<file path="src/rtl/bus_arbiter.sv">
// -----------------------------------------------------------------------------
// bus_arbiter
//
// Two-master, one-slave arbiter for the machine memory bus (bram / spram /
// led / uart decode sits behind the slave port). Master 0 is the cpu, master 1
// a secondary requester (DMA or debug loader). One transaction is in flight at
// a time. Arbitration is round-robin (PRIO = 0) or fixed with master 0 always
// winning (PRIO = 1). Reads are guarded by a timeout so an unmapped address
// cannot hang the requesting master.
//
// Parameters
//   W        data width
//   AW       address width
//   TIMEOUT  cycles s_rd_en may stay high without s_rd_valid (1..65535)
//   PRIO     0 = round-robin, 1 = fixed priority to master 0
//
// Ports
//   clk, rst                   clock (rising edge), synchronous active-high reset
//   mN_addr                    master N address, held while the request is pending
//   mN_rd_en / mN_wr_en        master N request levels (both set = write)
//   mN_wr_data / mN_wr_mask    master N write data and byte-lane mask
//   mN_rd_data                 read data returned to master N (held between reads)
//   mN_rd_valid / mN_wr_done   one-cycle completion pulses to master N
//   s_addr, s_wr_data, s_wr_mask  latched slave-side address / write payload
//   s_rd_en                    slave read enable, level until data or timeout
//   s_rd_data / s_rd_valid     slave read return
//   s_wr_en                    slave write enable, one cycle per write
//   grant                      index of master owning current/last transaction
//   busy                       high whenever the arbiter is not idle
//   err_timeout                one-cycle pulse when a read times out
//
// All outputs are registered.
//
// State table
//   state    | meaning
//   ---------+----------------------------------------------------------------
//   ST_IDLE  | waiting for a request; picks the winner and latches its command
//   ST_READ  | s_rd_en held high; waiting for s_rd_valid or timer expiry
//   ST_WRITE | s_wr_en high for this single cycle
//   ST_DONE  | completion pulse to the granted master; back to idle next cycle
// -----------------------------------------------------------------------------
module bus_arbiter #(
    parameter int W       = 32,
    parameter int AW      = 16,
    parameter int TIMEOUT = 255,
    parameter int PRIO    = 0
) (
    input  logic          clk,
    input  logic          rst,

    input  logic [AW-1:0] m0_addr,
    input  logic          m0_rd_en,
    input  logic          m0_wr_en,
    input  logic [W-1:0]  m0_wr_data,
    input  logic [3:0]    m0_wr_mask,
    output logic [W-1:0]  m0_rd_data,
    output logic          m0_rd_valid,
    output logic          m0_wr_done,

    input  logic [AW-1:0] m1_addr,
    input  logic          m1_rd_en,
    input  logic          m1_wr_en,
    input  logic [W-1:0]  m1_wr_data,
    input  logic [3:0]    m1_wr_mask,
    output logic [W-1:0]  m1_rd_data,
    output logic          m1_rd_valid,
    output logic          m1_wr_done,

    output logic [AW-1:0] s_addr,
    output logic          s_rd_en,
    input  logic [W-1:0]  s_rd_data,
    input  logic          s_rd_valid,
    output logic          s_wr_en,
    output logic [W-1:0]  s_wr_data,
    output logic [3:0]    s_wr_mask,

    output logic          grant,
    output logic          busy,
    output logic          err_timeout
);

    localparam logic [1:0] ST_IDLE  = 2'd0;
    localparam logic [1:0] ST_READ  = 2'd1;
    localparam logic [1:0] ST_WRITE = 2'd2;
    localparam logic [1:0] ST_DONE  = 2'd3;

    // The read timer is a down-counter: loaded with TIMEOUT-1 on entry to
    // ST_READ and expiring when it reaches zero, which leaves s_rd_en high for
    // exactly TIMEOUT cycles when the slave never answers.
    localparam logic [15:0] TIMER_LOAD = 16'(TIMEOUT - 1);

    logic [1:0]    state;
    logic          last_grant;
    logic [15:0]   timer;

    logic          req0;
    logic          req1;
    logic          win;
    logic          win_wr;
    logic [AW-1:0] win_addr;
    logic [W-1:0]  win_wr_data;
    logic [3:0]    win_wr_mask;
    logic          timer_tc;

    assign req0     = m0_rd_en | m0_wr_en;
    assign req1     = m1_rd_en | m1_wr_en;
    assign timer_tc = (timer == 16'd0);

    // Winner selection. A lone requester always wins; on a tie fixed priority
    // hands it to master 0, round-robin to whichever master did not go last.
    always_comb begin
        win = 1'b0;
        if (req0 && req1) begin
            if (PRIO != 0) begin
                win = 1'b0;
            end else begin
                win = ~last_grant;
            end
        end else begin
            win = req1;
        end
    end

    // Command of the winning master. Write enable dominates, so a master with
    // both enables set is served as a write.
    always_comb begin
        win_wr      = m0_wr_en;
        win_addr    = m0_addr;
        win_wr_data = m0_wr_data;
        win_wr_mask = m0_wr_mask;
        if (win) begin
            win_wr      = m1_wr_en;
            win_addr    = m1_addr;
            win_wr_data = m1_wr_data;
            win_wr_mask = m1_wr_mask;
        end
    end

    always_ff @(posedge clk) begin
        if (rst) begin
            state       <= ST_IDLE;
            last_grant  <= 1'b1;
            grant       <= 1'b0;
            timer       <= 16'd0;
            busy        <= 1'b0;
            err_timeout <= 1'b0;
            s_addr      <= '0;
            s_rd_en     <= 1'b0;
            s_wr_en     <= 1'b0;
            s_wr_data   <= '0;
            s_wr_mask   <= 4'd0;
            m0_rd_data  <= '0;
            m0_rd_valid <= 1'b0;
            m0_wr_done  <= 1'b0;
            m1_rd_data  <= '0;
            m1_rd_valid <= 1'b0;
            m1_wr_done  <= 1'b0;
        end else begin
            // Completion pulses and the error flag last a single cycle.
            m0_rd_valid <= 1'b0;
            m0_wr_done  <= 1'b0;
            m1_rd_valid <= 1'b0;
            m1_wr_done  <= 1'b0;
            err_timeout <= 1'b0;

            case (state)
                ST_IDLE: begin
                    if (req0 || req1) begin
                        grant      <= win;
                        last_grant <= win;
                        s_addr     <= win_addr;
                        s_wr_data  <= win_wr_data;
                        s_wr_mask  <= win_wr_mask;
                        busy       <= 1'b1;
                        if (win_wr) begin
                            s_wr_en <= 1'b1;
                            state   <= ST_WRITE;
                        end else begin
                            s_rd_en <= 1'b1;
                            timer   <= TIMER_LOAD;
                            state   <= ST_READ;
                        end
                    end
                end

                ST_READ: begin
                    // Real data wins over expiry when both land in the same cycle.
                    if (s_rd_valid) begin
                        if (grant) begin
                            m1_rd_data  <= s_rd_data;
                            m1_rd_valid <= 1'b1;
                        end else begin
                            m0_rd_data  <= s_rd_data;
                            m0_rd_valid <= 1'b1;
                        end
                        s_rd_en <= 1'b0;
                        state   <= ST_DONE;
                    end else if (timer_tc) begin
                        if (grant) begin
                            m1_rd_data  <= '0;
                            m1_rd_valid <= 1'b1;
                        end else begin
                            m0_rd_data  <= '0;
                            m0_rd_valid <= 1'b1;
                        end
                        err_timeout <= 1'b1;
                        s_rd_en     <= 1'b0;
                        state       <= ST_DONE;
                    end else begin
                        timer <= timer - 16'd1;
                    end
                end

                ST_WRITE: begin
                    s_wr_en <= 1'b0;
                    if (grant) begin
                        m1_wr_done <= 1'b1;
                    end else begin
                        m0_wr_done <= 1'b1;
                    end
                    state <= ST_DONE;
                end

                ST_DONE: begin
                    // Requests are not sampled here: the master just saw its
                    // pulse and is dropping the request before the next edge.
                    busy  <= 1'b0;
                    state <= ST_IDLE;
                end

                default: begin
                    s_rd_en <= 1'b0;
                    s_wr_en <= 1'b0;
                    busy    <= 1'b0;
                    state   <= ST_IDLE;
                end
            endcase
        end
    end

endmodule

</file>
<file path="config.mk">
export PLATFORM = sky130hd
export DESIGN_NAME = bus_arbiter
export DESIGN_NICKNAME = d
export VERILOG_FILES = /design/src/rtl/bus_arbiter.sv
export SDC_FILE = /design/constraint.sdc
export NUM_CORES = 1
export LEC_CHECK = 0
export CAP_MARGIN = 10
export CELL_PAD_IN_SITES_DETAIL_PLACEMENT = 0
export CELL_PAD_IN_SITES_GLOBAL_PLACEMENT = 1
export CORE_ASPECT_RATIO = 1.75
export CORE_MARGIN = 2
export CORE_UTILIZATION = 30
export CTS_CLUSTER_DIAMETER = 80
export DETAILED_ROUTE_END_ITERATION = 10
export PLACE_DENSITY = 0.84
export RECOVER_POWER = 100
export SYNTH_ARGS = -nofsm -noshare
export SYNTH_HDL_FRONTEND = slang
export SYNTH_SLANG_ARGS = --single-unit
</file>
<file path="constraint.sdc">
create_clock -name clk -period 3.3 [get_ports clk]
set_clock_uncertainty 0.15 [all_clocks]
set_input_delay 0.33 -clock clk [delete_from_list [all_inputs] [get_ports clk]]
set_output_delay 0.33 -clock clk [all_outputs]
set_load 0.01 [all_outputs]
</file>
Word level (Yosys, flattened, before mapping) --
Cells that the tools add are included.
Word-level totals: output and inout port bits 125, word-level logic and storage cells 92, bits in registers 144, input port bits 143
Cells by class: bitwise operators 6, eq/ne operators 9, reductions and logical operators 19, muxes and demuxes 40, add/subtract/negate cells 1
Operators with widths (number):
- $mux W32 | 9
- $mux W16 | 5
- $pmux W16 S2 | 1
- $logic_not A16 Y1 | 1
- $mux W1 | 16
- $sub A16 B1 Y16 const B | 1
- $ne A2 B2 Y1 const B | 5
- $reduce_and A3 Y1 | 3
- $mux W2 | 4
- $pmux W2 S4 | 1
- $reduce_bool A2 Y1 | 4
- $pmux W1 S2 | 3
- $reduce_and A2 Y1 | 3
- $reduce_and A5 Y1 | 1
- $eq A2 B2 Y1 const B | 2
- $mux W4 | 1
- $not A1 Y1 | 4
- $reduce_and A4 Y1 | 1
- $reduce_or A2 Y1 | 2
- $ne A3 B3 Y1 const B | 1
- $reduce_or A3 Y1 | 1
- $eq A2 B1 Y1 const B | 1
- $logic_not A2 Y1 | 1
- $or A1 B1 Y1 | 2
- other kinds (2) | 2

Depth between registers and ports, before layout --
depth after elaboration 7, mapped depth 10

Worst setup path before layout --
No wires, ideal clock.
kind register -> register, start reg timer[4], end reg timer[13], path slack 0.776 ns, period minus slack after synthesis 2.524 ns, path buffers 0, cell stages (with the launch flop) 6, data required time 3.080 ns, data arrival time 2.304 ns, cells stage by stage dfxtp_1 > or4_4 > or4_1 > or4_1 > or4_1 > a21oi_1
Between the ends: longest elaborated chain between the ends 4, elaborated cells between the ends (all ways) 7, those cells by class 1 x add/sub; 1 x eq/ne; 3 x mux; 2 x reduce/logical
RTL lines:
- start: declaration | line 94 | logic [15:0] timer;
- start signal: assignment | line 210 | timer <= timer - 16'd1;
- $sub A16 B1 Y16 | line 210
- $mux W16 | line 198 | end else if (timer_tc) begin
- $mux W16 | line 188 | if (s_rd_valid) begin
- $pmux W16 S2 | line 166 | case (state)
Parallel ways exist; a longest one is shown, timed or not. The select of a mux whose other input is x is not followed. A chain may end at the register's enable or synchronous reset.

Worst setup path in the final report --
start in m1_wr_en, end reg s_addr[0]
Between the ends: longest elaborated chain between the ends 4, elaborated cells between the ends (all ways) 6, those cells by class 2 x mux; 1 x bitwise; 3 x reduce/logical
RTL lines:
- start: declaration | line 62 | input logic m1_wr_en,
- $or A1 B1 Y1 (*) | line 106 | assign req1 = m1_rd_en | m1_wr_en;
- $logic_and A1 B1 Y1 | line 113 | if (req0 && req1) begin
- $mux W1 | line 113
- $mux W16 | line 131 | if (win) begin
- end signal: assignment | line 171 | s_addr <= win_addr;
- end: declaration | line 69 | output logic [AW-1:0] s_addr,
Every way passes the cells marked *; elsewhere a longest branch is shown, timed or not.

==> impl_metrics.ini <==
[timing]
finalSetupViolCount = 0
rsz0062_at_grt = no
tns_ps = 0
finalHoldViolations = 0
fmax_mhz = 348
max_slew_margin_pct = -13.8
period_needed_ps = 2870
fin_crit_sh_pct = 87.0
slew_viol_final = 58
tightest_slew_ps = 1710
setup_ws_ps = 429

[yosys]
synth_seq_cells = 144
synth_area_leader_cell = dfxtp_1
netlist_top_cells_count = dfxtp_1 (144), a21oi_1 (80), nand2_1 (71), nor2_1 (64), a211oi_1 (57)
synth_flop_cell = dfxtp_1
ys_seq_area_share_pct = 48.0
syn_avg_cell_area_um2 = 8.70
synth_area_leaders = dfxtp_1 (48%), mux2i_1 (9.0%), a211oi_1 (7.1%), a21oi_1 (6.7%), nand2_1 (4.4%)
ys.warnings.count = 0
yosysTopAreaCellShare_pct = 48.0
synth_edf_count = 0
syn_nets = 838
ys_types = 35
synthArstFlopShare_pct = 0
syn-cell-area_mm2 = 0.00601
yosysMostFrequentCell = dfxtp_1
syn_inst = 690

[final_layout]
final_nets = 1080
design_area_mm2 = 0.00953
antennaDiodeCount = 0
fin_cells = 1190
synthToLayoutAreaGrowth_pct = 58.6
drive_above_1_share_pct = 5.50

[routing]
wl_per_cell_um = 16.3
via_per_inst = 5.06
num_vias = 6019
dr.pass1.iters = 5
initialDrtViolationCount = 358
drt_wl_total_mm = 19.4
ant_nets = 0
drc = 0

[placement]
dpl-instance-area_mm2 = 0.00893
hpwl_mm = 13.9
pre_cts_slack_ps = 641
place_congestion = 0.780
port_buffers = 267
dpl.cell_count = 1158

[floorplanning]
die_w_um = 111
die_area_mm2 = 0.0212
fp.dieH_um = 191
ios = 268
num_rows = 68
placeableCoreArea_mm2 = 0.0197
initial_core_util_pct = 30.6

[setup_path]
cp_data_arrival_time_ps = 3010
crit_family = compound AO/OA/AOI/OAI gates
cp_num_buf_inv = 2
required_ps = 3440
path_class = in2reg
critPathLaunchType = primary input
worstSetupEndpointType = flop
max_stage_delay_ps = 1240
slowest_stage = o21ai_2
critPathMaxFanout = 24
crit_chain = dlygate4sd3_1 -> o21ai_2 -> clkbuf_1 -> mux2i_1 -> a211oi_1

[clock_network]
cts_buffers = 17
post_cts_resize_count = 0
cts_setup_buffers = 0
clkTransAtPathRegs_ps = 60
ctsHoldBuffers = 0
cts_buffer_depth = 2
clock_latency_ps = 420
htreeDepth = 4
cts.sinks = 144
tritoncts = yes
cts-root-buf = clkbuf_16

[power]
vdd_drop_max_mv = 0.401
power_density_mw_per_mm2 = 777
p_leak_nw = 3.92

[job]
maxCapViolations = 2

[grt]
grt_max_degree = 105
grt_usage_pct = 18.1
antenna_found_initial = 0
overflow = 0
grt_pass1_vias = 5874
grt_pass1_wl_mm = 30.5

[run_status]
outcome = complete, but fails checks
violations = capacitance limit, slew limit

[min_path]
hold_class = in2reg
[where the power goes]
| group | switching (mW) | internal [mW] |
|---|---|---|
| combinational | 1.55 | 1.31 |
| sequential | 0.258 | 2.20 |
| clock | 0.778 | 1.31 |
[metrics by stage]
stage	util, %	total power [mW]	hold slack (ps)
2_1_floorplan	-	4.13	296
3_3_place_gp	45.4	5.53	291
3_5_place_dp	45.4	5.56	296
4_1_cts	48.7	7.69	162
5_1_grt	48.5	7.90	179
6_report	48.5	7.40	177
[worst paths after layout]
kind	to	slack (ps)	start	depth (start not counted)
worst max-delay path	s_addr[0]$_SDFFE_PP0P_	430	m1_wr_en	5
worst min register to register	m1_rd_data[4]$_SDFFE_PP0P_	300	m1_rd_data[4]$_SDFFE_PP0P_	2
worst max register to register	m1_rd_data[15]$_SDFFE_PP0P_	490	timer[0]$_SDFFE_PP0P_	9
worst min-delay path	m0_rd_data[3]$_SDFFE_PP0P_	180	rst	2
[layer usage]
layer  vias to the layer above  global-route usage (%)  routed length, um  part of all wire (%)
met5                         -                       0                  0                     0
met4                         0                    8.80                540                   2.8
met3                        30                    5.10               1290                   6.7
met2                       238                    33.9              10500                    54
met1                      2750                    18.4               7110                    37
li1                       3001                       -                  -                     -
[registers in the layout (all words and copies together), names as in the netlist, 2 cells and up]
name	count
m0_rd_data	32
m1_rd_data	32
s_wr_data	32
s_addr	16
timer	16
s_wr_mask	4
state	2
[kinds of logic (layout without fill, tap and decap cells)]
family          Yosys count  in the layout  synth area share (%)
simple gates            245            245                  19.7
compound gates          172            172                  17.8
flops                   144            144                  48.0
buf+inv                  70            325                  4.42
mux                      54             54                  9.00
fa+ha+maj                 5              5                  1.04
[worst reg2reg max path: stages (launching register included)]
cell      delay [ps]
dfxtp_1          330
inv_1             60
ha_1             150
or3b_2           530
nor4_1           290
clkbuf_1         270
o211ai_1         110
clkbuf_2         480
nand2_1          230
a21oi_1           90
[layout by cell type (no fill, tap or decap), types with 7 or more instances in the layout]
cell,instances
nor2_1,63
mux2i_1,54
dfxtp_1,144
inv_1,8
nand4_1,32
dlygate4sd3_1,126
clkbuf_16,17
or3_1,9
or4_1,15
buf_4,8
clkdlybuf4s50_1,139
nand2_1,71
a211oi_1,57
o21ai_0,7
nand3_1,34
a21oi_1,80
o31ai_1,10
[layout make-up]
cell class / count / area (um^2)
sequential: 144 / 2880
clock inverter: 13 / 183
clock buffer: 19 / 453
fill: 1882 / 10100
inverter: 9 / 33.8
tap: 245 / 307
multi-input combinational: 476 / 2860
timing repair buffer: 284 / 2810
(Power assumes the default switching activity.)
